## config.mk

```make
export PLATFORM = sky130hd
export DESIGN_NAME = uart_rx_frame_ctrl
export DESIGN_NICKNAME = d
export VERILOG_FILES = /design/src/rtl/uart_rx_frame_ctrl_pkg.sv /design/src/rtl/uart_rx_frame_ctrl_baud_gen.sv /design/src/rtl/uart_rx_frame_ctrl.sv
export SDC_FILE = /design/constraint.sdc
export NUM_CORES = 1
export LEC_CHECK = 0
export ABC_AREA = 0
export CAP_MARGIN = 20
export CORE_MARGIN = 5
export CORE_UTILIZATION = 47
export CTS_CLUSTER_DIAMETER = 150
export CTS_CLUSTER_SIZE = 30
export DETAILED_ROUTE_END_ITERATION = 10
export GPL_TIMING_DRIVEN = 0
export PLACE_DENSITY = 0.7
export SKIP_LAST_GASP = 1
export SLEW_MARGIN = 10
export SYNTH_ARGS = -nofsm -noshare
export SYNTH_HDL_FRONTEND = slang
export SYNTH_SLANG_ARGS = --single-unit
```

## constraint.sdc

```tcl
create_clock -name sys_clk -period 7.72 [get_ports sys_clk]
set_input_delay 0.772 -clock sys_clk [delete_from_list [all_inputs] [get_ports sys_clk]]
set_output_delay 0.772 -clock sys_clk [all_outputs]
set_load 0.03 [all_outputs]
```

## src/rtl/uart_rx_frame_ctrl_pkg.sv

```systemverilog
// Shared state encoding, defaults and the baud divisor helper for the UART frame controller.
package uart_rx_frame_ctrl_pkg;

  typedef enum logic [2:0] {
    ST_HUNT    = 3'd0,
    ST_LEN     = 3'd1,
    ST_PAYLOAD = 3'd2,
    ST_CHECK   = 3'd3,
    ST_DRAIN   = 3'd4
  } state_t;

  localparam logic [7:0] DEF_SYNC_BYTE = 8'hA5;

  function automatic int baud_div(input int clk_hz, input int baud);
    return clk_hz / (baud * 16);
  endfunction

endpackage

```

## src/rtl/uart_rx_frame_ctrl_baud_gen.sv

```systemverilog
// Free-running 0..DIV-1 counter; rx_clk_en is high for the single cycle the count sits at DIV-1.
module uart_rx_frame_ctrl_baud_gen #(
  parameter int DIV = 10
) (
  input  logic sys_clk,
  input  logic rst_n,
  output logic rx_clk_en
);

  localparam int            CW   = (DIV < 2) ? 1 : $clog2(DIV);
  localparam logic [CW-1:0] LAST = CW'(DIV - 1);

  logic [CW-1:0] r_cnt;

  always_ff @(posedge sys_clk) begin
    if (!rst_n)             r_cnt <= '0;
    else if (r_cnt == LAST) r_cnt <= '0;
    else                    r_cnt <= r_cnt + 1'b1;
  end

  assign rx_clk_en = (r_cnt == LAST);

endmodule

```

## src/rtl/uart_rx_frame_ctrl.sv

```systemverilog
// Drains bytes from the UART receiver, parses [SYNC][LEN][PAYLOAD][CHK] frames and releases a checked
// payload as a valid/ready stream one cycle after the CHK byte; bytes arriving while draining are dropped.
module uart_rx_frame_ctrl
  import uart_rx_frame_ctrl_pkg::*;
#(
  parameter int         SYS_CLK_HZ    = 50_000_000,
  parameter int         BAUD          = 115200,
  parameter logic [7:0] SYNC_BYTE     = DEF_SYNC_BYTE,
  parameter int         MAX_LEN       = 16,
  parameter int         TIMEOUT_TICKS = 320
) (
  input  logic       sys_clk,
  input  logic       rst_n,
  output logic       rx_clk_en,
  input  logic [7:0] rx_data,
  input  logic       rx_ready,
  output logic       rx_ready_clear,
  output logic [7:0] pkt_data,
  output logic       pkt_valid,
  input  logic       pkt_ready,
  output logic       pkt_last,
  output logic       frame_ok,
  output logic       err_checksum,
  output logic       err_len,
  output logic       err_timeout,
  output logic       err_drop
);

  localparam int            DIV       = baud_div(SYS_CLK_HZ, BAUD);
  localparam int            PW        = (MAX_LEN < 2) ? 1 : $clog2(MAX_LEN);
  localparam int            TW        = $clog2(TIMEOUT_TICKS + 1);
  localparam logic [7:0]    MAX_LEN_B = 8'(MAX_LEN);
  localparam logic [TW-1:0] TO_LAST   = TW'(TIMEOUT_TICKS - 1);

  state_t        r_state, w_state_nxt;
  logic          r_clr;
  logic [7:0]    r_sum, r_len, r_wr_ptr, r_rd_ptr;
  logic [TW-1:0] r_tick;
  logic [7:0]    r_buf [MAX_LEN];
  logic          r_ok, r_err_cs, r_err_len, r_err_to, r_err_drop;
  logic          w_ok_nxt, w_err_cs_nxt, w_err_len_nxt, w_err_to_nxt, w_err_drop_nxt;
  logic          w_evt, w_to, w_xfer, w_timed;
  logic [7:0]    w_sum_chk;

  uart_rx_frame_ctrl_baud_gen #(.DIV(DIV)) u_baud (
    .sys_clk   (sys_clk),
    .rst_n     (rst_n),
    .rx_clk_en (rx_clk_en)
  );

  // A byte event is a fresh rx_ready not yet acknowledged by our clear request.
  assign w_evt     = rx_ready && !r_clr;
  assign w_timed   = (r_state == ST_LEN) || (r_state == ST_PAYLOAD) || (r_state == ST_CHECK);
  assign w_to      = rx_clk_en && (r_tick == TO_LAST);
  assign w_sum_chk = r_sum + rx_data;
  assign pkt_valid = (r_state == ST_DRAIN);
  assign pkt_data  = pkt_valid ? r_buf[r_rd_ptr[PW-1:0]] : 8'h00;
  assign pkt_last  = pkt_valid && (r_rd_ptr == r_len - 8'd1);
  assign w_xfer    = pkt_valid && pkt_ready;

  always_ff @(posedge sys_clk) begin
    if (!rst_n) r_state <= ST_HUNT;
    else        r_state <= w_state_nxt;
  end

  always_comb begin
    w_state_nxt    = r_state;
    w_ok_nxt       = 1'b0;
    w_err_cs_nxt   = 1'b0;
    w_err_len_nxt  = 1'b0;
    w_err_to_nxt   = 1'b0;
    w_err_drop_nxt = 1'b0;
    unique case (r_state)
      ST_HUNT:
        if (w_evt && rx_data == SYNC_BYTE) w_state_nxt = ST_LEN;
      ST_LEN:
        if (w_evt) begin
          if (rx_data == 8'd0 || rx_data > MAX_LEN_B) begin
            w_err_len_nxt = 1'b1;
            w_state_nxt   = ST_HUNT;
          end else begin
            w_state_nxt = ST_PAYLOAD;
          end
        end else if (w_to) begin
          w_err_to_nxt = 1'b1;
          w_state_nxt  = ST_HUNT;
        end
      ST_PAYLOAD:
        if (w_evt) begin
          if (r_wr_ptr + 8'd1 == r_len) w_state_nxt = ST_CHECK;
        end else if (w_to) begin
          w_err_to_nxt = 1'b1;
          w_state_nxt  = ST_HUNT;
        end
      ST_CHECK:
        if (w_evt) begin
          if (w_sum_chk == 8'd0) begin
            w_ok_nxt    = 1'b1;
            w_state_nxt = ST_DRAIN;
          end else begin
            w_err_cs_nxt = 1'b1;
            w_state_nxt  = ST_HUNT;
          end
        end else if (w_to) begin
          w_err_to_nxt = 1'b1;
          w_state_nxt  = ST_HUNT;
        end
      ST_DRAIN: begin
        w_err_drop_nxt = w_evt;
        if (w_xfer && pkt_last) w_state_nxt = ST_HUNT;
      end
      default: w_state_nxt = ST_HUNT;
    endcase
  end

  always_ff @(posedge sys_clk) begin
    if (!rst_n) begin
      r_clr      <= 1'b0;
      r_sum      <= 8'd0;
      r_len      <= 8'd0;
      r_wr_ptr   <= 8'd0;
      r_rd_ptr   <= 8'd0;
      r_tick     <= '0;
      r_ok       <= 1'b0;
      r_err_cs   <= 1'b0;
      r_err_len  <= 1'b0;
      r_err_to   <= 1'b0;
      r_err_drop <= 1'b0;
    end else begin
      // The receiver only drops rx_ready on its rx_clk_en, so the clear is held until it does.
      if (w_evt)          r_clr <= 1'b1;
      else if (!rx_ready) r_clr <= 1'b0;
      if (!w_timed || w_evt) r_tick <= '0;
      else if (rx_clk_en)    r_tick <= r_tick + 1'b1;
      r_ok       <= w_ok_nxt;
      r_err_cs   <= w_err_cs_nxt;
      r_err_len  <= w_err_len_nxt;
      r_err_to   <= w_err_to_nxt;
      r_err_drop <= w_err_drop_nxt;
      unique case (r_state)
        ST_HUNT: r_sum <= 8'd0;
        ST_LEN:
          if (w_evt) begin
            r_len    <= rx_data;
            r_sum    <= rx_data;
            r_wr_ptr <= 8'd0;
          end
        ST_PAYLOAD:
          if (w_evt) begin
            r_sum    <= w_sum_chk;
            r_wr_ptr <= r_wr_ptr + 8'd1;
          end
        ST_CHECK: if (w_evt) r_rd_ptr <= 8'd0;
        ST_DRAIN: if (w_xfer) r_rd_ptr <= r_rd_ptr + 8'd1;
        default: ;
      endcase
    end
  end

  always_ff @(posedge sys_clk) begin
    if (r_state == ST_PAYLOAD && w_evt) r_buf[r_wr_ptr[PW-1:0]] <= rx_data;
  end

  assign rx_ready_clear = r_clr;
  assign frame_ok       = r_ok;
  assign err_checksum   = r_err_cs;
  assign err_len        = r_err_len;
  assign err_timeout    = r_err_to;
  assign err_drop       = r_err_drop;

endmodule

```

==> results_tabular.tex, run 1 <==
\begin{tabular}{lr}
\hline
Metric & Value \\
\hline
\multicolumn{2}{l}{\textbf{Global routing}} \\
Number of global-route vias before repair & 5374 \\
First-pass GRT wire length & 28.9 mm \\
Number of antenna violations at the first check in global routing & 0 \\
Total routing resource utilization after global routing & 18.3\% \\
Largest net degree at the start of global routing & 23 \\
Grt total ovfl & 0 \\
\multicolumn{2}{l}{\textbf{Clocking}} \\
Clock-pin slew on the worst setup and hold paths & 70 ps \\
Post-CTS sizing & 0 \\
Count of clock tree sinks & roughly 190 \\
Maximum buffer depth of the clock tree & 2 \\
Number of post-CTS setup repair buffers & 0 \\
CTS tree & built \\
Number of buffers inserted during clock tree synthesis & 17 \\
Clock Tree Root & sky130\_fd\_sc\_hd\_\_clkbuf\_16 \\
Clock network latency to the later pin of the worst-skew pair & $\sim$430 ps \\
Depth of the CTS H-tree & 4 \\
Hold-fix buffer count after cts & 0 \\
\multicolumn{2}{l}{\textbf{Detailed routing}} \\
Final antenna-violating net count & 0 \\
Post-detailed-routing wire length & 17.8 mm \\
Wire per inst & 19.6 um \\
Iter 0 DRT Violations & 430 \\
Mean number of vias per cell & 5.79 \\
DRC viols & 0 \\
Total via count after detailed routing & 5252 \\
DRT Pass-1 Iters & 5 \\
\multicolumn{2}{l}{\textbf{Setup path}} \\
Classification of the worst setup path & flip-flop to output pin \\
Critical Path Most Common Cell & sky130\_fd\_sc\_hd\_\_mux4\_2 \\
Launching element type of the critical path & flip-flop \\
Stage delay of the slowest cell on the critical path & between 600 and 700 ps \\
Data arrival at the endpoint of the critical path & between 3000 and 4000 ps \\
Cell chain of the critical path & clkbuf\_1, buf\_2, mux4\_2, mux4\_2, and2\_1, clkdlybuf4s50\_1 \\
Cell at the slowest stage of the critical path & sky130\_fd\_sc\_hd\_\_mux4\_2 \\
Crit path required time & slightly below 7000 ps \\
Critical path endpoint category & output pin \\
Highest fanout seen on the critical path & 10 \\
\multicolumn{2}{l}{\textbf{Yosys}} \\
Number of unique standard cell types used by synthesis & 61 \\
Async set-or-reset flop fraction in the synthesized netlist & 0\% \\
Cell type with the largest total area after synthesis & sky130\_fd\_sc\_hd\_\_edfxtp\_1 \\
Total standard cell area after synthesis & 0.00838 mm\^{}2 \\
Count of synthesis-stage warnings from yosys & 0 \\
Sequential share of the synthesized area & 60.0\% \\
Syn Area/Cell & 13.6 um\^{}2 \\
Ys flop type & sky130\_fd\_sc\_hd\_\_edfxtp\_1 \\
Count of state elements after synthesis & 187 \\
Number of synthesized flops with an enable pin & 128 \\
Mapped Nets & about 650 \\
Cells taking the most area after synthesis & sky130\_fd\_sc\_hd\_\_edfxtp\_1 (46\%), sky130\_fd\_sc\_hd\_\_dfxtp\_1 (14\%), sky130\_fd\_sc\_hd\_\_mux4\_2 (11\%) \\
Top cell type's share of synthesized area & 45.9\% \\
Instance count of the mapped netlist & $\sim$620 \\
\multicolumn{2}{l}{\textbf{Finish}} \\
Nets & 698 \\
Final standard cell utilization of the core & 54.6\% \\
Commonest non-fill, non-tap cell in the layout & sky130\_fd\_sc\_hd\_\_edfxtp\_1 \\
Fraction of final layout cells with drive strength greater than 1 & 12.6\% \\
Leading cell types in the layout, fill and taps excluded & sky130\_fd\_sc\_hd\_\_edfxtp\_1 (128), sky130\_fd\_sc\_hd\_\_dfxtp\_1 (59), sky130\_fd\_sc\_hd\_\_nor2\_1 (54) \\
Layout-stage area growth over the synthesis result & 13.4\% \\
Final Non-Filler Cells & slightly above 900 \\
Antenna diode instance count & 0 \\
Fillers & between 1000 and 1500 \\
\multicolumn{2}{l}{\textbf{Outcome}} \\
Run status & complete, no violations \\
\multicolumn{2}{l}{\textbf{Timing}} \\
Final hold violations & 0 \\
Maximum frequency from static timing analysis & around 240 MHz \\
Tightest Pin Transition & slightly above 1000 ps \\
Final Skew & 7.05 ps \\
Setup-violating endpoint count in the final report & 0 \\
Setup repair after global routing missed its margin & no \\
Fin. max-slew vios & 0 \\
Shortest period the worst path allows & 4080 ps \\
Headroom to the max-slew limit & 32.6\% \\
Total negative setup slack & 0 ps \\
Final critical-path share of the clock period & 52.9\% \\
\multicolumn{2}{l}{\textbf{Floorplanning}} \\
Starting Density & between 40\% and 50\% \\
Die Span X & 144 um \\
Core outline area & between 0.015 and 0.02 mm\^{}2 \\
Overall die height & 144 um \\
Full die area & 0.0206 mm\^{}2 \\
I/O pin total & 29 \\
\# rows & between 40 and 50 \\
\multicolumn{2}{l}{\textbf{Job}} \\
Maximum Capacitance Violations & 0 \\
\multicolumn{2}{l}{\textbf{Power and ir drop}} \\
Pwr Density & 202 mW/mm\^{}2 \\
Reported leakage power & 0.00314 uW \\
Maximum vdd drop & 0.231 mV \\
\multicolumn{2}{l}{\textbf{Hold path}} \\
Class of the worst hold path & flip-flop to flip-flop \\
\multicolumn{2}{l}{\textbf{Place}} \\
HPWL after detailed placement & $\sim$12 mm \\
Cell count after placement & about 900 \\
Weighted congestion at the end of routability-driven global placement & 0.814 \\
Port Buf Inserts & 28 \\
\hline
\end{tabular}
-- flip-flops by register name, indices dropped and copies added, names as in the netlist, named ones only --
signal          flops
err_checksum        1
err_drop            1
err_len             1
err_timeout         1
frame_ok            1
r_buf             128
r_len               8
r_rd_ptr            8
r_state             3
r_sum               8
r_tick              9
r_wr_ptr            8
rx_ready_clear      1
u_baud.r_cnt        5
-- final timing paths --
path / from / end / slack (ps) / depth (start not counted)
setup reg to reg: r_state[1]$_SDFFE_PN0P_ / r_buf[3][1]$_DFFE_PP_ / 4870 / 6
hold / removal: r_sum[4]$_SDFFE_PN0P_ / r_sum[4]$_SDFFE_PN0P_ / 470 / 2
hold reg to reg: r_sum[4]$_SDFFE_PN0P_ / r_sum[4]$_SDFFE_PN0P_ / 470 / 2
setup / recovery: flip-flop / pkt_data[0] / 3640 / 6
-- routing by layer --
metal / GRT usage, % / part of all wire (%)
met5: 0 / 0
met2: 31.4 / 51
met3: 4.36 / 4.3
met4: 4.41 / 1.3
met1: 23.8 / 43
-- worst max-delay path: cells and delay by family (launching register included) --
| family | cells | cell delay (ps) |
|---|---|---|
| buffers and inverters | 3 | 1270 |
| DFF | 1 | 320 |
| muxes | 2 | 1110 |
| and+or+nand+nor | 1 | 180 |
-- layout make-up --
| class | count | area, um^2 | area share (%) |
|---|---|---|---|
| clock buffers | 18 | 429 | 4.52 |
| plain buffers | 34 | 138 | 1.45 |
| repair buffers | 32 | 300 | 3.16 |
| flip-flops and latches | 187 | 5020 | 52.9 |
| inverters | 9 | 33.8 | 0.355 |
| well taps | 225 | 282 | 2.96 |
| clock inverters | 14 | 114 | 1.20 |
| multi-input cells | 388 | 3180 | 33.5 |
-- cell families (layout without fill, tap and decap cells) --
family,Yosys count,after routing,synth area share [%]
xor gates and xnor gates,40,40,4.18
buffers and inverters,43,107,2.05
and+or+nand+nor,194,194,11.8
muxes,47,47,11.6
AOI/OAI and AO/OA,90,90,7.83
DFF,187,187,60.0
adders and majority gates,17,17,2.63
-- synthesized netlist by cell type (3+ instances only) --
| library cell | number |
|---|---|
| sky130_fd_sc_hd__edfxtp_1 | 128 |
| sky130_fd_sc_hd__dfxtp_1 | 59 |
| sky130_fd_sc_hd__nor2_1 | 54 |
| sky130_fd_sc_hd__mux4_2 | 40 |
| sky130_fd_sc_hd__nand2_1 | 39 |
| sky130_fd_sc_hd__clkbuf_1 | 27 |
| sky130_fd_sc_hd__xnor2_1 | 22 |
| sky130_fd_sc_hd__xor2_1 | 18 |
| sky130_fd_sc_hd__a21oi_1 | 17 |
| sky130_fd_sc_hd__nand3_1 | 17 |
| sky130_fd_sc_hd__ha_1 | 16 |
| sky130_fd_sc_hd__nor3_1 | 14 |
| sky130_fd_sc_hd__and2_1 | 13 |
| sky130_fd_sc_hd__nor2b_1 | 13 |
| sky130_fd_sc_hd__a21boi_1 | 11 |
| sky130_fd_sc_hd__o21ai_0 | 11 |
| sky130_fd_sc_hd__inv_1 | 9 |
| sky130_fd_sc_hd__nand4_1 | 9 |
| sky130_fd_sc_hd__nand2b_1 | 8 |
| sky130_fd_sc_hd__a22oi_1 | 7 |
| sky130_fd_sc_hd__mux2i_1 | 7 |
| sky130_fd_sc_hd__a21o_1 | 6 |
| sky130_fd_sc_hd__and3_1 | 6 |
| sky130_fd_sc_hd__buf_2 | 5 |
| sky130_fd_sc_hd__a31oi_1 | 4 |
| sky130_fd_sc_hd__o211a_1 | 4 |
| sky130_fd_sc_hd__o21a_1 | 4 |
| sky130_fd_sc_hd__a211oi_1 | 3 |
| sky130_fd_sc_hd__and4_1 | 3 |
| sky130_fd_sc_hd__nor4_1 | 3 |
| sky130_fd_sc_hd__o2111ai_1 | 3 |
-- stage by stage --
step           worst slack [ps]  total power, uW  hold slack [ps]  instance area (um^2)
2_1_floorplan              4900             1110              430                  8380
3_5_place_dp               3600             1140              467                  8960
6_report                   3640             1920              473                  9500
3_3_place_gp               3740             1140              442                  8940
5_1_grt                    3480             1990              512                  9500
4_1_cts                    3590             1940              476                  9500
-- power by group --
group          switching (uW)  total [uW]  internal (uW)
Combinational            30.2        43.6           13.5
Clock                     388         808            420
Sequential               1.63        1070           1070
Total                     420        1920           1500
Power figures use the tool's default switching activity.
==> run 2, diff against run 1 <==
- PLACE_DENSITY: 0.7 -> 0.72
- clock period: 7.72 -> 3.3 ns (I/O delays scaled with it)
==> run 2 against run 1 <==
Compared with the run above: hold slack improved by 4.8 ps; clock skew rose by 4.7 ps; combinational power rose by 130%; die area did not move; clock power rose by 150%; non-clock buffer count fell by 2; largest power group unchanged.
==> results_tabular.tex, run 2 (synthesis gave the netlist of run 1 again) <==
\begin{tabular}{lr}
\hline
Metric & Value \\
\hline
\multicolumn{2}{l}{\textbf{Timing}} \\
Fin. max-slew vios & 0 \\
Tightest Pin Transition & 1010 ps \\
Final critical-path share of the clock period & 95.4\% \\
Maximum frequency from static timing analysis & 318 MHz \\
Headroom to the max-slew limit & 32.8\% \\
Setup repair after global routing missed its margin & yes \\
Final Skew & 11.8 ps \\
Setup-violating endpoint count in the final report & 0 \\
Final hold violations & 0 \\
Shortest period the worst path allows & roughly 3100 ps \\
\multicolumn{2}{l}{\textbf{Power and ir drop}} \\
Pwr Density & 479 mW/mm\^{}2 \\
Int Pwr & 3540 uW \\
Sequential share of power & 54.6\% \\
Net load switching power & 1050 uW \\
Maximum vdd drop & 0.389 mV \\
Share of power burned in the clock network & 43.1\% \\
Reported leakage power & approximately 0.0033 uW \\
Fraction of power consumed by combinational cells & 2.2\% \\
Switching power as a share of total power & a little under a quarter \\
\multicolumn{2}{l}{\textbf{Place}} \\
HPWL after detailed placement & 12.3 mm \\
Port Buf Inserts & 28 \\
Placed Instance Area & 0.00896 mm\^{}2 \\
Cell count after placement & 875 \\
Weighted congestion at the end of routability-driven global placement & about 0.83 \\
\multicolumn{2}{l}{\textbf{Finish}} \\
Post-route cell area & 0.00957 mm\^{}2 \\
Fillers & 1408 \\
Commonest non-fill, non-tap cell in the layout & sky130\_fd\_sc\_hd\_\_edfxtp\_1 \\
Nets & 696 \\
Layout-stage area growth over the synthesis result & 14.2\% \\
Total area of multi-input combinational cells & 0.00319 mm\^{}2 \\
Antenna diode instance count & 0 \\
Fraction of final layout cells with drive strength greater than 1 & 13.5\% \\
Number of flip-flops in the largest register & 128 \\
Leading cell types in the layout, fill and taps excluded & sky130\_fd\_sc\_hd\_\_edfxtp\_1 (128), sky130\_fd\_sc\_hd\_\_dfxtp\_1 (58), sky130\_fd\_sc\_hd\_\_nor2\_1 (54) \\
FF+latch area & between 0.005 and 0.006 mm\^{}2 \\
Final Non-Filler Cells & 905 \\
\multicolumn{2}{l}{\textbf{Clocking}} \\
Number of buffers inserted during clock tree synthesis & 17 \\
CTS tree & built \\
Maximum buffer depth of the clock tree & 2 \\
Clock Tree Root & sky130\_fd\_sc\_hd\_\_clkbuf\_16 \\
Clock-pin slew on the worst setup and hold paths & 80 ps \\
Clock network latency to the later pin of the worst-skew pair & about 440 ps \\
Count of clock tree sinks & $\sim$190 \\
Depth of the CTS H-tree & 4 \\
Hold-fix buffer count after cts & 0 \\
\multicolumn{2}{l}{\textbf{Global routing}} \\
Largest net degree at the start of global routing & 23 \\
Number of antenna violations at the first check in global routing & 0 \\
Number of global-route vias before repair & 5403 \\
Total routing resource utilization after global routing & 18.6\% \\
First-pass GRT wire length & 28.9 mm \\
Grt total ovfl & 0 \\
\multicolumn{2}{l}{\textbf{Detailed routing}} \\
Iter 0 DRT Violations & 521 \\
Wire per inst & 20.0 um \\
Total via count after detailed routing & 5202 \\
DRT Pass-1 Iters & 5 \\
Post-detailed-routing wire length & 18.1 mm \\
Mean number of vias per cell & 5.75 \\
Final antenna-violating net count & 0 \\
DRC viols & 0 \\
\multicolumn{2}{l}{\textbf{Setup path}} \\
Worst setup path endpoint & r\_state[2]\$\_SDFFE\_PN0P\_ \\
Reg-to-Reg Start & r\_state[1]\$\_SDFFE\_PN0P\_ \\
Cell depth of the worst flop-to-flop path & 5 \\
Classification of the worst setup path & primary input to flip-flop \\
Critical path endpoint category & flip-flop \\
FF-to-FF End & r\_buf[15][5]\$\_DFFE\_PP\_ \\
Data arrival at the endpoint of the critical path & about 3500 ps \\
Setup slack on the worst flop-to-flop path & $\sim$370 ps \\
Highest fanout seen on the critical path & 21 \\
Launch point of the critical path & rx\_data[0] \\
Launching element type of the critical path & primary input \\
Crit path required time & roughly 3700 ps \\
\multicolumn{2}{l}{\textbf{Floorplanning}} \\
\# rows & between 40 and 50 \\
Starting Density & 48.1\% \\
Die Span X & $\sim$140 um \\
Full die area & roughly 0.021 mm\^{}2 \\
I/O pin total & 29 \\
Overall die height & roughly 140 um \\
Core outline area & 0.0174 mm\^{}2 \\
\multicolumn{2}{l}{\textbf{Hold path}} \\
Class of the worst hold path & flip-flop to flip-flop \\
\multicolumn{2}{l}{\textbf{Outcome}} \\
Run status & complete, no violations \\
\multicolumn{2}{l}{\textbf{Job}} \\
Maximum Capacitance Violations & 0 \\
\hline
\end{tabular}
run 2: cell count changes in the layout (fill, tap and decap cells not counted), moves of 3 or more:
cell                              change
sky130_fd_sc_hd__clkinv_2             -3
sky130_fd_sc_hd__inv_6                +3
sky130_fd_sc_hd__clkdlybuf4s50_1      -9
sky130_fd_sc_hd__buf_6                +3
sky130_fd_sc_hd__dlymetal6s2s_1       +6
sky130_fd_sc_hd__clkbuf_1             -6
sky130_fd_sc_hd__dlygate4sd2_1        +3
run 2: metal layers:
metal,vias to the layer above,track usage (%),share of wire [%]
li1,2432,-,-
met1,2611,23.6,42
met2,132,31.7,51
met3,27,4.13,4.3
met4,0,6.24,2.1
met5,-,0,0
run 2: final cells by class:
cell class / instances / share of cell area (%)
tap: 225 / 2.94
clock inverter: 15 / 1.56
clock buffer: 17 / 4.45
timing repair buffer: 32 / 3.26
sequential: 187 / 52.5
multi-input combinational: 388 / 33.3
buffer: 32 / 1.62
inverter: 9 / 0.353
run 2: worst min path at each step:
stage                                          start  slack (ps)  cells past startpoint                         end
after global placement    u_baud.r_cnt[0]$_SDFF_PP0_         440                      1  u_baud.r_cnt[0]$_SDFF_PP0_
after floorplan                           rx_data[0]         430                      0       r_buf[0][0]$_DFFE_PP_
after detailed placement       r_sum[4]$_SDFFE_PN0P_         460                      2       r_sum[4]$_SDFFE_PN0P_
final                          r_sum[4]$_SDFFE_PN0P_         480                      2       r_sum[4]$_SDFFE_PN0P_
after CTS                      r_sum[4]$_SDFFE_PN0P_         480                      2       r_sum[4]$_SDFFE_PN0P_
after global routing           r_sum[4]$_SDFFE_PN0P_         500                      2       r_sum[4]$_SDFFE_PN0P_
run 2: repair_timing:
item,4_1_cts,5_1_grt
hold endpoints to repair,0,0
setup endpoints to repair,9,7
gates resized for setup,14,9
setup buffers,0,0
run 2: per-stage QoR:
stage	util (%)	power [uW]	setup slack [ps]	setup TNS (ps)	hold slack (ps)
5_1_grt	54.9	4750	-32.3	-32.3	498
4_1_cts	54.9	4610	-9.70	-25.8	475
3_3_place_gp	51.3	2660	-208	-826	444
6_report	54.9	4590	151	0	478
2_1_floorplan	-	2600	870	0	429
3_5_place_dp	51.4	2660	-243	-749	465
run 2: power groups by stage:
stage,sequential [uW],combinational (uW),clock [uW]
6_report,2510,102,1980
5_1_grt,2510,110,2130
4_1_cts,2510,101,2000
3_5_place_dp,2560,100,0
3_3_place_gp,2560,96.8,0
2_1_floorplan,2560,38.6,0
run 2: critical path: stages:
cell                              delay [ps]
sky130_fd_sc_hd__clkdlybuf4s50_1         850
sky130_fd_sc_hd__ha_1                    480
sky130_fd_sc_hd__fa_1                    410
sky130_fd_sc_hd__a21o_1                  190
sky130_fd_sc_hd__a311o_1                 340
sky130_fd_sc_hd__a21oi_1                 180
sky130_fd_sc_hd__xor2_1                  280
sky130_fd_sc_hd__nand4_1                 180
sky130_fd_sc_hd__a211oi_1                250
